<file path="src/rtl/oisc8_fetch_unit_if.sv">
`default_nettype none
// ============================================================================
// Module   : oisc8_fetch_unit_if
// Purpose  : Bus bundle between the OISC8 fetch unit, its instruction ROM
//            and the shared 8-bit data bus.
//            master : the fetch unit (drives ROM address, bus data, decode)
//            slave  : the surrounding system (ROM data, resolved bus data)
// Revision : 1.0 - initial release
// ============================================================================
interface oisc8_fetch_unit_if #(
  parameter int SAWIDTH = 7,
  parameter int DAWIDTH = 5
) ();

  logic [9:0]         rom_addr;
  logic [26:0]        rom_data;
  logic [7:0]         data_in;
  logic [7:0]         data_out;
  logic               data_oe;
  logic               imm;
  logic [DAWIDTH-1:0] instr_dst;
  logic [SAWIDTH-1:0] instr_src;

  modport master (
    output rom_addr,
    output data_out,
    output data_oe,
    output imm,
    output instr_dst,
    output instr_src,
    input  rom_data,
    input  data_in
  );

  modport slave (
    input  rom_addr,
    input  data_out,
    input  data_oe,
    input  imm,
    input  instr_dst,
    input  instr_src,
    output rom_data,
    output data_in
  );

endinterface

`default_nettype wire

</file>
<file path="src/rtl/oisc8_fetch_unit.sv">
`default_nettype none
// ============================================================================
// Module   : oisc8_fetch_unit
// Purpose  : Instruction fetch and branch unit of the OISC8 move machine.
//            Holds the 16-bit PC, fetches two 13-bit instructions per 27-bit
//            ROM word, decodes them, drives immediate / null / readback data
//            onto the shared bus and implements the branch pointer and
//            branch-on-zero destinations.
//            Optional macro PC_DEBUG_EN adds dbg_pc, dbg_instr, dbg_pointer.
// Revision : 1.0 - initial release
// ============================================================================
module oisc8_fetch_unit #(
  parameter int                 SAWIDTH  = 7,
  parameter int                 DAWIDTH  = 5,
  parameter logic [DAWIDTH-1:0] A_BRPT0  = 5'd1,
  parameter logic [DAWIDTH-1:0] A_BRPT1  = 5'd2,
  parameter logic [DAWIDTH-1:0] A_BRZ    = 5'd3,
  parameter logic [SAWIDTH-1:0] A_BRPT0R = 7'd1,
  parameter logic [SAWIDTH-1:0] A_BRPT1R = 7'd2,
  parameter logic [SAWIDTH-1:0] A_PC0    = 7'd3,
  parameter logic [SAWIDTH-1:0] A_PC1    = 7'd4
) (
  input  logic               clk,
  input  logic               rst,
  oisc8_fetch_unit_if.master bus
`ifdef PC_DEBUG_EN
  ,
  output logic [15:0]        dbg_pc,
  output logic [12:0]        dbg_instr,
  output logic [15:0]        dbg_pointer
`endif
);

  // Architectural state
  logic [15:0]        pcr_q, pcr_d;
  logic               pc0_q, pc0_d;
  logic [15:0]        pointer_q, pointer_d;

  // Decode and PC datapath
  logic [12:0]        instr;
  logic               imm;
  logic [DAWIDTH-1:0] dst;
  logic [SAWIDTH-1:0] src;
  logic [7:0]         cmp;
  logic               branch;
  logic [15:0]        pc;
  logic [15:0]        pcn;

  // Bus driver
  logic [7:0]         drv_data;
  logic               drv_oe;

  // The low bit of the ROM word carries no instruction bits.
  logic               unused_rom_lsb;
  assign unused_rom_lsb = bus.rom_data[0];

  // pc0_q remembers which half of the word was addressed when the ROM sampled it.
  assign instr  = pc0_q ? bus.rom_data[26:14] : bus.rom_data[13:1];
  assign imm    = instr[12];
  assign dst    = instr[11:SAWIDTH];
  assign src    = imm ? '0 : instr[SAWIDTH-1:0];

  // Anything not written to BRZ compares as nonzero, so only a BRZ move of
  // 0x00 redirects the fetch.
  assign cmp    = (dst == A_BRZ) ? bus.data_in : 8'hFF;
  assign branch = (cmp == 8'h00);

  // The PC is combinational so a taken branch addresses its target in the
  // same cycle; reset forces fetch from address zero immediately.
  assign pc     = !rst ? 16'h0000 : (branch ? pointer_q : pcr_q);
  assign pcn    = pc + 16'd1;

  // Bus source selection in priority order: immediate, null, pointer, PC+1.
  always_comb begin
    drv_data = 8'h00;
    drv_oe   = 1'b0;
    if (imm) begin
      drv_data = instr[7:0];
      drv_oe   = 1'b1;
    end else if (src == '0) begin
      drv_data = 8'h00;
      drv_oe   = 1'b1;
    end else if (src == A_BRPT0R) begin
      drv_data = pointer_q[7:0];
      drv_oe   = 1'b1;
    end else if (src == A_BRPT1R) begin
      drv_data = pointer_q[15:8];
      drv_oe   = 1'b1;
    end else if (src == A_PC0) begin
      drv_data = pcn[7:0];
      drv_oe   = 1'b1;
    end else if (src == A_PC1) begin
      drv_data = pcn[15:8];
      drv_oe   = 1'b1;
    end
  end

  // Next-state: PC advances past the addressed half-word, pointer bytes load
  // from the resolved bus when they are the move destination.
  always_comb begin
    pcr_d     = pcn;
    pc0_d     = pc[0];
    pointer_d = pointer_q;
    if (dst == A_BRPT0) begin
      pointer_d[7:0] = bus.data_in;
    end
    if (dst == A_BRPT1) begin
      pointer_d[15:8] = bus.data_in;
    end
  end

  // State registers with asynchronous active-low reset.
  always_ff @(posedge clk or negedge rst) begin
    if (!rst) begin
      pcr_q     <= 16'h0000;
      pc0_q     <= 1'b0;
      pointer_q <= 16'h0000;
    end else begin
      pcr_q     <= pcr_d;
      pc0_q     <= pc0_d;
      pointer_q <= pointer_d;
    end
  end

  assign bus.rom_addr  = pc[10:1];
  assign bus.data_out  = drv_data;
  assign bus.data_oe   = drv_oe;
  assign bus.imm       = imm;
  assign bus.instr_dst = dst;
  assign bus.instr_src = src;

`ifdef PC_DEBUG_EN
  logic [15:0] dbg_pc_q;

  // Delay the PC by one clock so it lines up with the instruction it fetched.
  always_ff @(posedge clk or negedge rst) begin
    if (!rst) begin
      dbg_pc_q <= 16'h0000;
    end else begin
      dbg_pc_q <= pc;
    end
  end

  assign dbg_pc      = dbg_pc_q;
  assign dbg_instr   = instr;
  assign dbg_pointer = pointer_q;
`endif

endmodule

`default_nettype wire

</file>
<file path="src/flat_wrapper.sv">
// flat-port wrapper written by rule: the top's interface ports become plain ports
module oisc8_fetch_unit_flat 
#(
  parameter int                 SAWIDTH  = 7,
  parameter int                 DAWIDTH  = 5,
  parameter logic [DAWIDTH-1:0] A_BRPT0  = 5'd1,
  parameter logic [DAWIDTH-1:0] A_BRPT1  = 5'd2,
  parameter logic [DAWIDTH-1:0] A_BRZ    = 5'd3,
  parameter logic [SAWIDTH-1:0] A_BRPT0R = 7'd1,
  parameter logic [SAWIDTH-1:0] A_BRPT1R = 7'd2,
  parameter logic [SAWIDTH-1:0] A_PC0    = 7'd3,
  parameter logic [SAWIDTH-1:0] A_PC1    = 7'd4
)
  (clk, rst, bus_rom_addr, bus_data_out, bus_data_oe, bus_imm, bus_instr_dst, bus_instr_src, bus_rom_data, bus_data_in);
  oisc8_fetch_unit_if #(.SAWIDTH(SAWIDTH), .DAWIDTH(DAWIDTH)) bus_i ();
  input  logic clk;
  input  logic rst;
  output wire logic [$bits(bus_i.rom_addr)-1:0] bus_rom_addr;
  output wire logic [$bits(bus_i.data_out)-1:0] bus_data_out;
  output wire logic [$bits(bus_i.data_oe)-1:0] bus_data_oe;
  output wire logic [$bits(bus_i.imm)-1:0] bus_imm;
  output wire logic [$bits(bus_i.instr_dst)-1:0] bus_instr_dst;
  output wire logic [$bits(bus_i.instr_src)-1:0] bus_instr_src;
  input wire logic [$bits(bus_i.rom_data)-1:0] bus_rom_data;
  input wire logic [$bits(bus_i.data_in)-1:0] bus_data_in;
  assign bus_rom_addr = bus_i.rom_addr;
  assign bus_data_out = bus_i.data_out;
  assign bus_data_oe = bus_i.data_oe;
  assign bus_imm = bus_i.imm;
  assign bus_instr_dst = bus_i.instr_dst;
  assign bus_instr_src = bus_i.instr_src;
  assign bus_i.rom_data = bus_rom_data;
  assign bus_i.data_in = bus_data_in;
  oisc8_fetch_unit #(.SAWIDTH(SAWIDTH), .DAWIDTH(DAWIDTH), .A_BRPT0(A_BRPT0), .A_BRPT1(A_BRPT1), .A_BRZ(A_BRZ), .A_BRPT0R(A_BRPT0R), .A_BRPT1R(A_BRPT1R), .A_PC0(A_PC0), .A_PC1(A_PC1)) u_core (.clk(clk), .rst(rst), .bus(bus_i));
endmodule
</file>
<file path="config.mk">
export PLATFORM = sky130hd
export DESIGN_NAME = oisc8_fetch_unit_flat
export DESIGN_NICKNAME = d
export VERILOG_FILES = /design/src/rtl/oisc8_fetch_unit_if.sv /design/src/rtl/oisc8_fetch_unit.sv /design/src/flat_wrapper.sv
export SDC_FILE = /design/constraint.sdc
export NUM_CORES = 1
export LEC_CHECK = 0
export BUFFER_PORTS_ARGS = -buffer_cell sky130_fd_sc_hd__buf_2
export CORE_MARGIN = 1
export CORE_UTILIZATION = 56
export DETAILED_ROUTE_END_ITERATION = 10
export PLACE_DENSITY = 0.89
export SLEW_MARGIN = 0
export SYNTH_ARGS = -nofsm -noshare
export SYNTH_HDL_FRONTEND = slang
export SYNTH_SLANG_ARGS = --single-unit
</file>
<file path="constraint.sdc">
create_clock -name clk -period 6.5 [get_ports clk]
set_input_delay 0.65 -clock clk [delete_from_list [all_inputs] [get_ports clk]]
set_output_delay 0.65 -clock clk [all_outputs]
set_load 0.01 [all_outputs]
</file>
== Word-level counts from Yosys, hierarchy flattened ==
Index checks and enable logic that the tools add are counted.
Storage, ports and cells
  word-level logic and storage cells: 31
  output and inout port bits: 32
  register bits after elaboration: 33
Operators by class
  multiplexer cells: 17
  eq/ne operators: 7
  reduce and logical (&&, ||, !) cells: 2
  $add $sub $neg: 1
Operators by type and width (count)
  8-bit 2-to-1 mux: 7
  16-bit 2-to-1 mux: 2
  16-bit by 1-bit adder with 16-bit output (second input constant): 1
  7-bit by 2-bit == test with 1-bit output (second input constant): 2
  13-bit 2-to-1 mux: 1
  5-bit by 2-bit == test with 1-bit output (second input constant): 2
  8-bit zero test: 1
  7-bit by 1-bit == test with 1-bit output (second input constant): 1
  7-bit by 3-bit == test with 1-bit output (second input constant): 1
  7-bit zero test: 1
  7-bit 2-to-1 mux: 1
  1-bit 2-to-1 mux: 6
  5-bit by 1-bit == test with 1-bit output (second input constant): 1

== Longest topological paths before layout ==
Gate-level depths: netlist of the first run.
  depth after elaboration: 13
  gate-level depth with buffers: 15
  mapped depth without buffers: 13

== Worst setup path before layout of the first run ==
No wires, ideal clock.
  path type: input to output
  start: input port bus_data_in[0]
  end: output port bus_data_out[0]
  cell stages on the path: 13
  data arrival time: 3.856 ns
  buffers on the path: 1
  slack: 1.994 ns
  cells stage by stage: or4_1 -> or3_4 -> buf_2 -> nor2_1 -> nand2_1 -> a21oi_1 -> ha_1 -> nand4_1 -> or4_4 -> a221oi_2 -> xnor2_1 -> o221a_1 -> o22ai_2
On the way
  longest elaborated chain between the ends: 11
Ends and longest elaborated chain
  start, declared: RTL line flat_wrapper.sv:25  | input wire logic [$bits(bus_i.data_in)-1:0] bus_data_in;
  8-bit 2-to-1 mux (*): RTL line oisc8_fetch_unit.sv:65  | assign cmp = (dst == A_BRZ) ? bus.data_in : 8'hFF;
  8-bit zero test (*): RTL line oisc8_fetch_unit.sv:66  | assign branch = (cmp == 8'h00);
  16-bit 2-to-1 mux (*) (2 in series): RTL line oisc8_fetch_unit.sv:70  | assign pc = !rst ? 16'h0000 : (branch ? pointer_q : pcr_q);
  net u_core.pc[0]: RTL line oisc8_fetch_unit.sv:46  | logic [15:0] pc;
  16-bit by 1-bit adder with 16-bit output (*): RTL line oisc8_fetch_unit.sv:71  | assign pcn = pc + 16'd1;
  8-bit 2-to-1 mux: RTL line oisc8_fetch_unit.sv:92  | end else if (src == A_PC1) begin
  8-bit 2-to-1 mux (*): RTL line oisc8_fetch_unit.sv:89  | end else if (src == A_PC0) begin
  8-bit 2-to-1 mux (*): RTL line oisc8_fetch_unit.sv:86  | end else if (src == A_BRPT1R) begin
  8-bit 2-to-1 mux (*): RTL line oisc8_fetch_unit.sv:83  | end else if (src == A_BRPT0R) begin
  8-bit 2-to-1 mux (*): RTL line oisc8_fetch_unit.sv:80  | end else if (src == '0) begin
  8-bit 2-to-1 mux (*): RTL line oisc8_fetch_unit.sv:77  | if (imm) begin
  end, declared: RTL line flat_wrapper.sv:19  | output wire logic [$bits(bus_i.data_out)-1:0] bus_data_out;
Mark *: on every way through the listed nets, which the timed path passes. The rest lies on a longest branch.

== Worst setup path in the final report of the first run ==
  start: register u_core.pc0_q
  end: output port bus_data_out[0]
On the way
  longest elaborated chain between the ends: 13
  elaborated cells between the ends (all ways): 19
  those cells by class: 1 x add/sub; 5 x eq/ne; 11 x mux; 2 x reduce/logical
Ends and longest elaborated chain
  start, declared: RTL line oisc8_fetch_unit.sv:36  | logic pc0_q, pc0_d;
  start signal, assigned: RTL line oisc8_fetch_unit.sv:120  | pc0_q <= pc0_d;
  13-bit 2-to-1 mux (*): RTL line oisc8_fetch_unit.sv:58  | assign instr = pc0_q ? bus.rom_data[26:14] : bus.rom_data[13:1];
  5-bit by 2-bit == test with 1-bit output (*): RTL line oisc8_fetch_unit.sv:65
  8-bit 2-to-1 mux (*): RTL line oisc8_fetch_unit.sv:65
  8-bit zero test (*): RTL line oisc8_fetch_unit.sv:66
  16-bit 2-to-1 mux (*) (2 in series): RTL line oisc8_fetch_unit.sv:70
  net u_core.pc[0]: RTL line oisc8_fetch_unit.sv:46
  16-bit by 1-bit adder with 16-bit output (*): RTL line oisc8_fetch_unit.sv:71
  8-bit 2-to-1 mux: RTL line oisc8_fetch_unit.sv:92
  8-bit 2-to-1 mux (*): RTL line oisc8_fetch_unit.sv:89
  8-bit 2-to-1 mux (*): RTL line oisc8_fetch_unit.sv:86
  8-bit 2-to-1 mux (*): RTL line oisc8_fetch_unit.sv:83
  8-bit 2-to-1 mux (*): RTL line oisc8_fetch_unit.sv:80
  8-bit 2-to-1 mux (*): RTL line oisc8_fetch_unit.sv:77
Marked as above.

==> results.sh, run 1 <==
export IMPL_fin_crit_ns=5.56
export IMPL_hold_viol=0
export IMPL_power_switching_share=0.347
export IMPL_synthDistinctLibCells=49
export IMPL_max_vdd_ir_drop_v=0.000201
export IMPL_grt_overflow=0
export IMPL_p_int_mw=0.409
export IMPL_rows=24
export IMPL_final_nets=403
export IMPL_grt_pass1_wl_mm=12.9
export IMPL_num_io_pins=69
export IMPL_gp_congestion=0.999
export IMPL_synthesis_nets=348
export IMPL_clock_skew_ns=0.00685
export IMPL_drc=0
export IMPL_p_leak_nw=1.40
export IMPL_ys_seq_area_frac=0.320
export IMPL_htree_num_levels=2
export IMPL_clock_sinks=33
export IMPL_yosys_warnings=0
export IMPL_grt_pass1_vias=2631
export IMPL_status="finished, final reports clean"
export IMPL_wire_per_inst_um=18.5
export IMPL_netlist_area_um2=2580
export IMPL_synthArstFlopShare=1.00
export IMPL_fp_dieH_um=69.9
export IMPL_layout_setup_ws_ns=0.942
export IMPL_clockPowerShare=0.273
export IMPL_cts_root_buf="clkbuf_8"
export IMPL_die_x_um=69.9
export IMPL_power_density_nw_per_um2=210
export IMPL_netlist_instances=310
export IMPL_finalMaxSlewViolations=0
export IMPL_setup_viol=0
export IMPL_hold_ws_ns=0.442
export IMPL_synth_seq_cells=33
export IMPL_vias=2703
export IMPL_pwr_share_comb=0.242
export IMPL_dp_slack_ns=1.30
export IMPL_pwr_share_seq=0.484
export IMPL_yosysTopAreaCellShare=0.320
export IMPL_post_cts_setup_buffers=0
export IMPL_antenna_found_initial=0
export IMPL_relSlewSlack=0.473
export IMPL_hold_path_class="in2async"
export IMPL_rr_endpoint="u_core.pcr_q[8]"
export IMPL_drtPass1Iterations=7
export IMPL_wirelength_mm=7.74
export IMPL_period_share=0.855
export IMPL_placed_cell_area_um2=2880
export IMPL_start_util=0.589
export IMPL_reg2reg_from="u_core.pc0_q"
export IMPL_worst_r2r_path_depth=11
export IMPL_area_growth_pct=15.4
export IMPL_antenna_cells=0
export IMPL_die_area_um2=4890
export IMPL_start_kind="flop"
export IMPL_synthFlopType="dfrtp_1"
export IMPL_cts_buffer_depth=2
export IMPL_clk_latency_ns=0.29
export IMPL_path_clk_slew_ns=0.07
export IMPL_cts_buffers=5
export IMPL_crit_fanout=22
export IMPL_dp_hpwl_mm=5.98
export IMPL_switching_power_mw=0.217
export IMPL_required_ns=5.85
export IMPL_rrSetupSlack_ns=2.18
export IMPL_maxCapViolations=0
export IMPL_end_kind="primary output"
export IMPL_drive_gt1_frac=0.301
export IMPL_cts_tree="yes"
export IMPL_design_core_area_um2=4380
export IMPL_final_cell_area_um2=2980
export IMPL_arrival_ns=4.91
export IMPL_fin_tns_setup_ns=0
export IMPL_cts_hold_buf=0
export IMPL_track_usage=0.334
export IMPL_max_freq_mhz=180
export IMPL_netlist_top_cells_area="dfrtp_1 32%, mux2_2 9.6%, nand2_1 5.7%, a21oi_1 4.8%, nand3_1 3.1%"
export IMPL_drtIter0Drc=396
export IMPL_synth_avg_cell_area_um2=8.33
export IMPL_cts_resized_gates=0
export IMPL_tightest_slew_ns=0.768
export IMPL_grt_max_degree=52
export IMPL_synth_edf_count=0
export IMPL_port_buffers=67
export IMPL_critical_path_class="reg2out"
export IMPL_postRouteAntennaNets=0
export IMPL_rsz0062_at_grt="no"
export IMPL_yosysTopAreaCell="dfrtp_1"
export IMPL_vias_per_cell=6.47
## state kept, by name (all words and copies together) (netlist names)
signal,cells
u_core.pointer_q,16
u_core.pcr_q,16
u_core.pc0_q,1
## power groups by stage
stage / Clock, mW / Sequential, mW / Combinational (mW)
6_report: 0.171 / 0.303 / 0.152
2_1_floorplan: 0 / 0.273 / 0.105
4_1_cts: 0.174 / 0.296 / 0.150
3_3_place_gp: 0 / 0.297 / 0.144
5_1_grt: 0.182 / 0.302 / 0.164
3_5_place_dp: 0 / 0.300 / 0.149
## worst max path at each step
stage                        start               to  cells past startpoint
global route          u_core.pc0_q  bus_data_out[0]                     13
finish                u_core.pc0_q  bus_data_out[0]                     13
detailed placement  bus_data_in[0]  bus_data_out[0]                     14
CTS                   u_core.pc0_q  bus_data_out[0]                     13
floorplan           bus_data_in[0]  bus_data_out[0]                     13
global placement    bus_data_in[0]  bus_data_out[0]                     14
## synthesized netlist by cell type, types with 3 or more instances
| library cell | n |
|---|---|
| nand2_1 | 39 |
| dfrtp_1 | 33 |
| a21oi_1 | 25 |
| mux2_2 | 22 |
| nor2_1 | 17 |
| nand3_1 | 16 |
| inv_1 | 14 |
| o21ai_0 | 12 |
| buf_4 | 10 |
| nor3_1 | 10 |
| nand4_1 | 9 |
| clkbuf_1 | 8 |
| o22ai_1 | 8 |
| xnor2_1 | 8 |
| and2_1 | 7 |
| mux2i_1 | 7 |
| nand2b_1 | 7 |
| xor2_1 | 6 |
| o221ai_1 | 4 |
| a221o_1 | 3 |
| a31oi_1 | 3 |
| buf_2 | 3 |
| nor4_1 | 3 |
| or3_1 | 3 |
## stage by stage
step | utilization | total power [mW] | cells
floorplan | - | 0.378 | 310
global placement | 0.657 | 0.442 | 410
detailed placement | 0.657 | 0.449 | 410
CTS | 0.680 | 0.620 | 418
global route | 0.680 | 0.648 | 418
finish | 0.680 | 0.626 | 418
## kinds of logic (layout without fill, tap and decap cells)
group,count (synthesis),after routing,synth area share
AOI/OAI and AO/OA,72,72,0.187
xor gates and xnor gates,14,14,0.0475
adders and majority gates,1,1,0.00484
buffers and inverters,35,91,0.0668
DFF,33,33,0.320
muxes,29,29,0.123
and+or+nand+nor,126,126,0.251
## cell type report
class	instances	area, um^2
Clock buffer	7	96.3
Clock inverter	1	5.00
Fill cell	384	1400
Inverter	14	52.6
Multi-Input combinational cell	242	1590
Sequential cell	33	826
Tap cell	52	65.1
Timing Repair Buffer	69	350
## critical path: stages (launching register included)
cell and delay [ns]:
dfrtp_1 0.78, mux2i_1 0.38, or3_4 0.57, nor2_1 0.35, nand2_1 0.10, a21oi_1 0.35
ha_1 0.29, nand4_1 0.24, or4_4 0.51, a221oi_2 0.26, xnor2_1 0.26, o221a_1 0.29
o22ai_2 0.06, buf_2 0.17
## cells in the final DEF (no fill, tap or decap), types with 3 or more instances in the layout
| master | n |
|---|---|
| buf_2 | 67 |
| nand2_1 | 39 |
| dfrtp_1 | 33 |
| a21oi_1 | 25 |
| mux2_2 | 22 |
| nor2_1 | 17 |
| nand3_1 | 16 |
| inv_1 | 14 |
| o21ai_0 | 12 |
| nor3_1 | 10 |
| nand4_1 | 9 |
| o22ai_1 | 8 |
| xnor2_1 | 8 |
| mux2i_1 | 7 |
| nand2b_1 | 7 |
| and2_1 | 7 |
| clkbuf_8 | 7 |
| xor2_1 | 6 |
| o221ai_1 | 4 |
| a31oi_1 | 3 |
| or3_1 | 3 |
| nor4_1 | 3 |
| a221o_1 | 3 |
## layer usage
metal,track usage,routed length (um)
met1,0.455,3020
met2,0.529,3650
met3,0.0620,854
met4,0.124,214
met5,0,0
Power figures use the tool's default switching activity.
==> run 2, diff against run 1 <==
- BUFFER_PORTS_ARGS: -buffer_cell sky130_fd_sc_hd__buf_2 -> not set
- DONT_BUFFER_PORTS: not set -> 1
- PLACE_DENSITY: 0.89 -> 0.76
==> run 2 against run 1 <==
  * Cell count down 17%
  * Critical path depth unchanged
  * Core utilization down 8.4 points
  * Global-route usage down 2.5 points
  * Routed wire length down 6.7%
  * Clock skew up 0.00058 ns
  * Combinational power down 22%
  * Register-to-register slack better by 0.24 ns
==> results.sh, run 2 (same netlist as run 1, synthesis figures left out) <==
export IMPL_status="finished, final reports clean"
export IMPL_cts_root_buf="clkbuf_8"
export IMPL_drc=0
export IMPL_clock_skew_ns=0.00742
export IMPL_critical_path_class="reg2out"
export IMPL_wirelength_mm=7.23
export IMPL_fin_tns_setup_ns=0
export IMPL_cts_buffers=5
export IMPL_required_ns=5.85
export IMPL_cpPeakStageDelay_ns=0.67
export IMPL_port_buffers=0
export IMPL_rr_endpoint="u_core.pcr_q[8]"
export IMPL_hold_ws_ns=0.0527
export IMPL_fin_crit_ns=5.19
export IMPL_layout_common_cells="39 x nand2_1, 33 x dfrtp_1, 25 x a21oi_1"
export IMPL_cp_depth=13
export IMPL_grt_pass1_vias=2262
export IMPL_rsz0062_at_grt="no"
export IMPL_maxCapViolations=0
export IMPL_tightest_slew_ns=0.782
export IMPL_reg_top3="u_core.pcr_q: 16 flops, u_core.pointer_q: 16 flops, u_core.pc0_q: 1 flops"
export IMPL_hold_path_class="in2async"
export IMPL_gp_congestion=0.985
export IMPL_relSlewSlack=0.463
export IMPL_crit_family="simple AND/OR/NAND/NOR gates"
export IMPL_postRouteAntennaNets=0
export IMPL_design_core_area_um2=4380
export IMPL_wire_per_inst_um=20.8
export IMPL_end_kind="primary output"
export IMPL_crit_end="bus_data_out[6]"
export IMPL_path_buf_inv=0
export IMPL_cts_hold_buf=0
export IMPL_p_leak_nw=1.09
export IMPL_cts_buffer_depth=2
export IMPL_drtIter0Drc=322
export IMPL_path_clk_slew_ns=0.07
export IMPL_reg2reg_from="u_core.pc0_q"
export IMPL_rrSetupSlack_ns=2.42
export IMPL_max_freq_mhz=193
export IMPL_arrival_ns=4.54
export IMPL_final_nets=335
export IMPL_n_fill_cell=429
export IMPL_track_usage=0.309
export IMPL_antenna_found_initial=0
export IMPL_vias=2394
export IMPL_cts_tree="yes"
export IMPL_drive_gt1_frac=0.135
export IMPL_period_share=0.799
export IMPL_cts_resized_gates=0
export IMPL_power_density_nw_per_um2=215
export IMPL_crit_fanout=22
export IMPL_num_io_pins=69
export IMPL_dp_slack_ns=1.63
export IMPL_max_vdd_ir_drop_v=0.000178
export IMPL_fp_dieH_um=69.9
export IMPL_finalMaxSlewViolations=0
export IMPL_final_common_cell="nand2_1"
export IMPL_setup_viol=0
export IMPL_clk_latency_ns=0.28
export IMPL_grt_max_degree=53
export IMPL_start_kind="flop"
export IMPL_worst_r2r_path_depth=11
export IMPL_post_cts_setup_buffers=0
export IMPL_crit_top_cell="nand2_1"
export IMPL_critPathLaunch="u_core.pc0_q"
export IMPL_antenna_cells=0
export IMPL_cpMaxStageDelayCell="or4_1"
export IMPL_hold_viol=0
export IMPL_rows=24
export IMPL_grt_pass1_wl_mm=11.7
export IMPL_grt_overflow=0
export IMPL_htree_num_levels=2
export IMPL_cp_cell_sequence="or4_1, a21o_1, nor2_1, nand2_1, a21oi_1, ha_1, nand4_1, nor3_1, nand2_1, o32a_1, xnor2_1, and2_1, a211o_1"
export IMPL_vias_per_cell=6.88
export IMPL_layout_setup_ws_ns=1.31
export IMPL_die_area_um2=4890
export IMPL_die_x_um=69.9
export IMPL_drtPass1Iterations=5
export IMPL_area_growth_pct=1.02
export IMPL_start_util=0.589
export IMPL_dp_hpwl_mm=5.55
export IMPL_clock_sinks=33
-- run 2: cell types whose count changed in the layout (fill, tap and decap cells not counted) --
cell,delta
buf_2,-67
buf_4,-1
clkbuf_8,-2
-- run 2: cell type report --
cell class,instances,area (um^2),area share
repair buffers,1,7.51,0.00288
clock buffers,5,68.8,0.0264
inverters,14,52.6,0.0201
multi-input cells,242,1590,0.607
flip-flops and latches,33,826,0.316
well taps,52,65.1,0.0249
clock inverters,1,5.00,0.00192
-- run 2: where the power goes --
part / leakage, nW / switching [mW] / internal (mW) / total, mW
Sequential: 0.427 / 0.0605 / 0.241 / 0.301
Combinational: 0.626 / 0.0637 / 0.0555 / 0.119
Clock: 0.0399 / 0.0715 / 0.0704 / 0.142
Total: 1.09 / 0.196 / 0.367 / 0.562
-- run 2: per-stage QoR --
stage / std cells / util / cell area [um^2] / total power [mW]
global route: 348 / 0.595 / 2610 / 0.584
finish: 348 / 0.595 / 2610 / 0.562
global placement: 342 / 0.578 / 2540 / 0.413
CTS: 348 / 0.595 / 2610 / 0.559
detailed placement: 342 / 0.578 / 2540 / 0.418
floorplan: 310 / - / 2580 / 0.378
-- run 2: routing by layer --
| metal | global-route usage | vias up | share of wire |
|---|---|---|---|
| li1 | - | 1100 | - |
| met1 | 0.413 | 1142 | 0.39 |
| met2 | 0.489 | 138 | 0.48 |
| met3 | 0.0765 | 14 | 0.11 |
| met4 | 0.104 | 0 | 0.023 |
| met5 | 0 | - | 0 |
-- run 2: worst min path at each step --
| stage | from | end | slack [ns] | cells past startpoint |
|---|---|---|---|---|
| after floorplan | rst | u_core.pc0_q | 0.35 | 0 |
| after global placement | rst | u_core.pcr_q[1] | 0.36 | 0 |
| after detailed placement | rst | u_core.pcr_q[0] | 0.36 | 0 |
| after CTS | rst | u_core.pcr_q[1] | 0.05 | 0 |
| after global routing | rst | u_core.pcr_q[1] | 0.04 | 0 |
| final | rst | u_core.pc0_q | 0.05 | 0 |
==> run 3, diff against run 2 <==
- ABC_AREA: not set -> 1
- clock period: 6.5 -> 5.2 ns (I/O delays scaled with it)
==> run 3 against run 2 <==
  * Synthesized cell count grew 50%
  * Power up 27%
  * Final area grew 15%
  * Die area grew 14%
  * First-iteration DRC count is 28% lower
==> results.sh, run 3 <==
export IMPL_status="finished, final reports clean"
export IMPL_tightest_slew_ns=0.621
export IMPL_fin_tns_setup_ns=0
export IMPL_fin_crit_ns=4.12
export IMPL_final_nets=492
export IMPL_pwr_share_comb=0.263
export IMPL_maxCapViolations=0
export IMPL_power_density_nw_per_um2=238
export IMPL_dp_hpwl_mm=5.64
export IMPL_num_io_pins=69
export IMPL_synthFlopType="dfrtp_1"
export IMPL_max_vdd_ir_drop_v=0.000179
export IMPL_cts_resized_gates=0
export IMPL_cts_root_buf="clkbuf_8"
export IMPL_pwr_share_seq=0.467
export IMPL_p_leak_nw=1.57
export IMPL_yosys_top_cells_count="150 x nand2_1, 70 x inv_1, 41 x nor2_1"
export IMPL_hold_viol=0
export IMPL_required_ns=4.68
export IMPL_hold_path_class="in2async"
export IMPL_antenna_found_initial=0
export IMPL_clock_sinks=33
export IMPL_seq_area_um2=826
export IMPL_layout_common_cells="150 x nand2_1, 70 x inv_1, 41 x nor2_1"
export IMPL_die_x_um=74.8
export IMPL_post_cts_setup_buffers=0
export IMPL_drtPass1Iterations=5
export IMPL_clk_latency_ns=0.29
export IMPL_grt_pass1_wl_mm=12.0
export IMPL_fp_dieH_um=74.8
export IMPL_reg2reg_from="u_core.pc0_q"
export IMPL_placed_cell_area_um2=2900
export IMPL_final_cell_area_um2=3000
export IMPL_track_usage=0.286
export IMPL_netlist_area_um2=2960
export IMPL_max_freq_mhz=243
export IMPL_cts_hold_buf=1
export IMPL_wirelength_mm=7.29
export IMPL_p_int_mw=0.449
export IMPL_critPathLaunch="u_core.pc0_q"
export IMPL_end_kind="primary output"
export IMPL_port_buffers=0
export IMPL_arrival_ns=3.60
export IMPL_grt_pass1_vias=2594
export IMPL_rows=26
export IMPL_ys_seq_area_frac=0.279
export IMPL_cts_buffers=5
export IMPL_switching_power_mw=0.265
export IMPL_synthesis_nets=504
export IMPL_gp_congestion=0.932
export IMPL_path_clk_slew_ns=0.07
export IMPL_clock_skew_ns=0.00457
export IMPL_drtIter0Drc=231
export IMPL_yosysTopAreaCell="dfrtp_1"
export IMPL_drc=0
export IMPL_netlist_top_cells_area="dfrtp_1 28%, nand2_1 19%, inv_1 8.9%, nand3_1 6.1%, nor2_1 5.2%"
export IMPL_cts_buffer_depth=2
export IMPL_grt_max_degree=34
export IMPL_wire_per_inst_um=13.9
export IMPL_start_kind="flop"
export IMPL_period_share=0.793
export IMPL_antenna_cells=0
export IMPL_setup_viol=0
export IMPL_final_common_cell="nand2_1"
export IMPL_vias=2796
export IMPL_relSlewSlack=0.586
export IMPL_rsz0062_at_grt="no"
export IMPL_design_core_area_um2=5110
export IMPL_finalMaxSlewViolations=0
export IMPL_synthArstFlopShare=1.00
export IMPL_power_switching_share=0.371
export IMPL_synth_seq_cells=33
export IMPL_netlist_instances=466
export IMPL_reg_top3="u_core.pcr_q: 16 flops, u_core.pointer_q: 16 flops, u_core.pc0_q: 1 flops"
export IMPL_grt_overflow=0
export IMPL_yosysTopAreaCellShare=0.279
export IMPL_drive_gt1_frac=0.138
export IMPL_yosys_warnings=0
export IMPL_vias_per_cell=5.33
export IMPL_n_fill_cell=534
export IMPL_synthDistinctLibCells=34
export IMPL_die_area_um2=5590
export IMPL_cts_tree="yes"
export IMPL_multi_input_area_um2=1690
export IMPL_worst_r2r_path_depth=14
export IMPL_synth_edf_count=0
export IMPL_critical_path_class="reg2out"
export IMPL_start_util=0.580
export IMPL_postRouteAntennaNets=0
export IMPL_crit_fanout=21
export IMPL_htree_num_levels=2
export IMPL_synth_avg_cell_area_um2=6.36
export IMPL_area_growth_pct=1.31
export IMPL_clockPowerShare=0.270
export IMPL_synth_most_common_cell="nand2_1"
[run 3: final timing paths]
| path | slack (ns) | to |
|---|---|---|
| max in group asynchronous | 4.96 | u_core.pcr_q[9] |
| worst min register to register | 0.49 | u_core.pointer_q[13] |
| worst max-delay path | 1.08 | bus_data_out[0] |
| worst max register to register | 1.97 | u_core.pcr_q[8] |
| min in group clk | 0.39 | u_core.pointer_q[15] |
| worst min-delay path | 0.05 | u_core.pcr_q[8] |
[run 3: logic make-up (layout without fill, tap and decap cells)]
group,after synthesis,in the layout,share of synthesized area
xor+xnor,4,4,0.0144
simple gates,288,288,0.474
fa+ha+maj,1,1,0.00422
compound gates,42,42,0.0768
buf+inv,98,87,0.152
flops,33,33,0.279
[run 3: final cells by class]
type / count / area share
clock buffers: 6 / 0.0242
inverters: 78 / 0.0992
flip-flops and latches: 33 / 0.275
well taps: 70 / 0.0292
clock inverters: 2 / 0.00333
multi-input cells: 335 / 0.562
repair buffers: 1 / 0.00667
[run 3: power by group through the flow]
stage,combinational (mW),sequential [mW],clock (mW)
floorplan,0.155,0.323,0
global placement,0.176,0.334,0
detailed placement,0.179,0.337,0
finish,0.188,0.333,0.193
CTS,0.186,0.332,0.195
global route,0.214,0.339,0.203
[run 3: critical path, stage by stage, from the launching register on]
cell and delay, ns:
dfrtp_1 0.74, inv_6 0.13, nand2_1 0.09, nand2_1 0.10
nor2_1 0.13, nand2_1 0.09, nor2_4 0.45, nor2_1 0.13
nor2_1 0.31, ha_1 0.25, nand2_2 0.11, nor2_4 0.16
nand2_1 0.08, xor2_1 0.26, o21ai_1 0.09, nand2_1 0.08
nand2_1 0.10
[run 3: metal layers]
metal	track usage	vias up	part of all wire
met5	0	-	0
met4	0.111	0	0.025
met3	0.0388	17	0.046
met2	0.485	88	0.48
met1	0.369	1302	0.45
li1	-	1389	-
[run 3: through the flow]
step	setup WS (ns)	instances	utilization	power, mW	hold slack (ns)
3_5_place_dp	1.46	516	0.568	0.516	0.225
4_1_cts	1.12	525	0.588	0.713	0.0573
6_report	1.08	525	0.588	0.714	0.0488
5_1_grt	0.766	525	0.588	0.756	0.0624
3_3_place_gp	1.50	516	0.568	0.510	0.226
2_1_floorplan	2.43	466	-	0.478	0.224
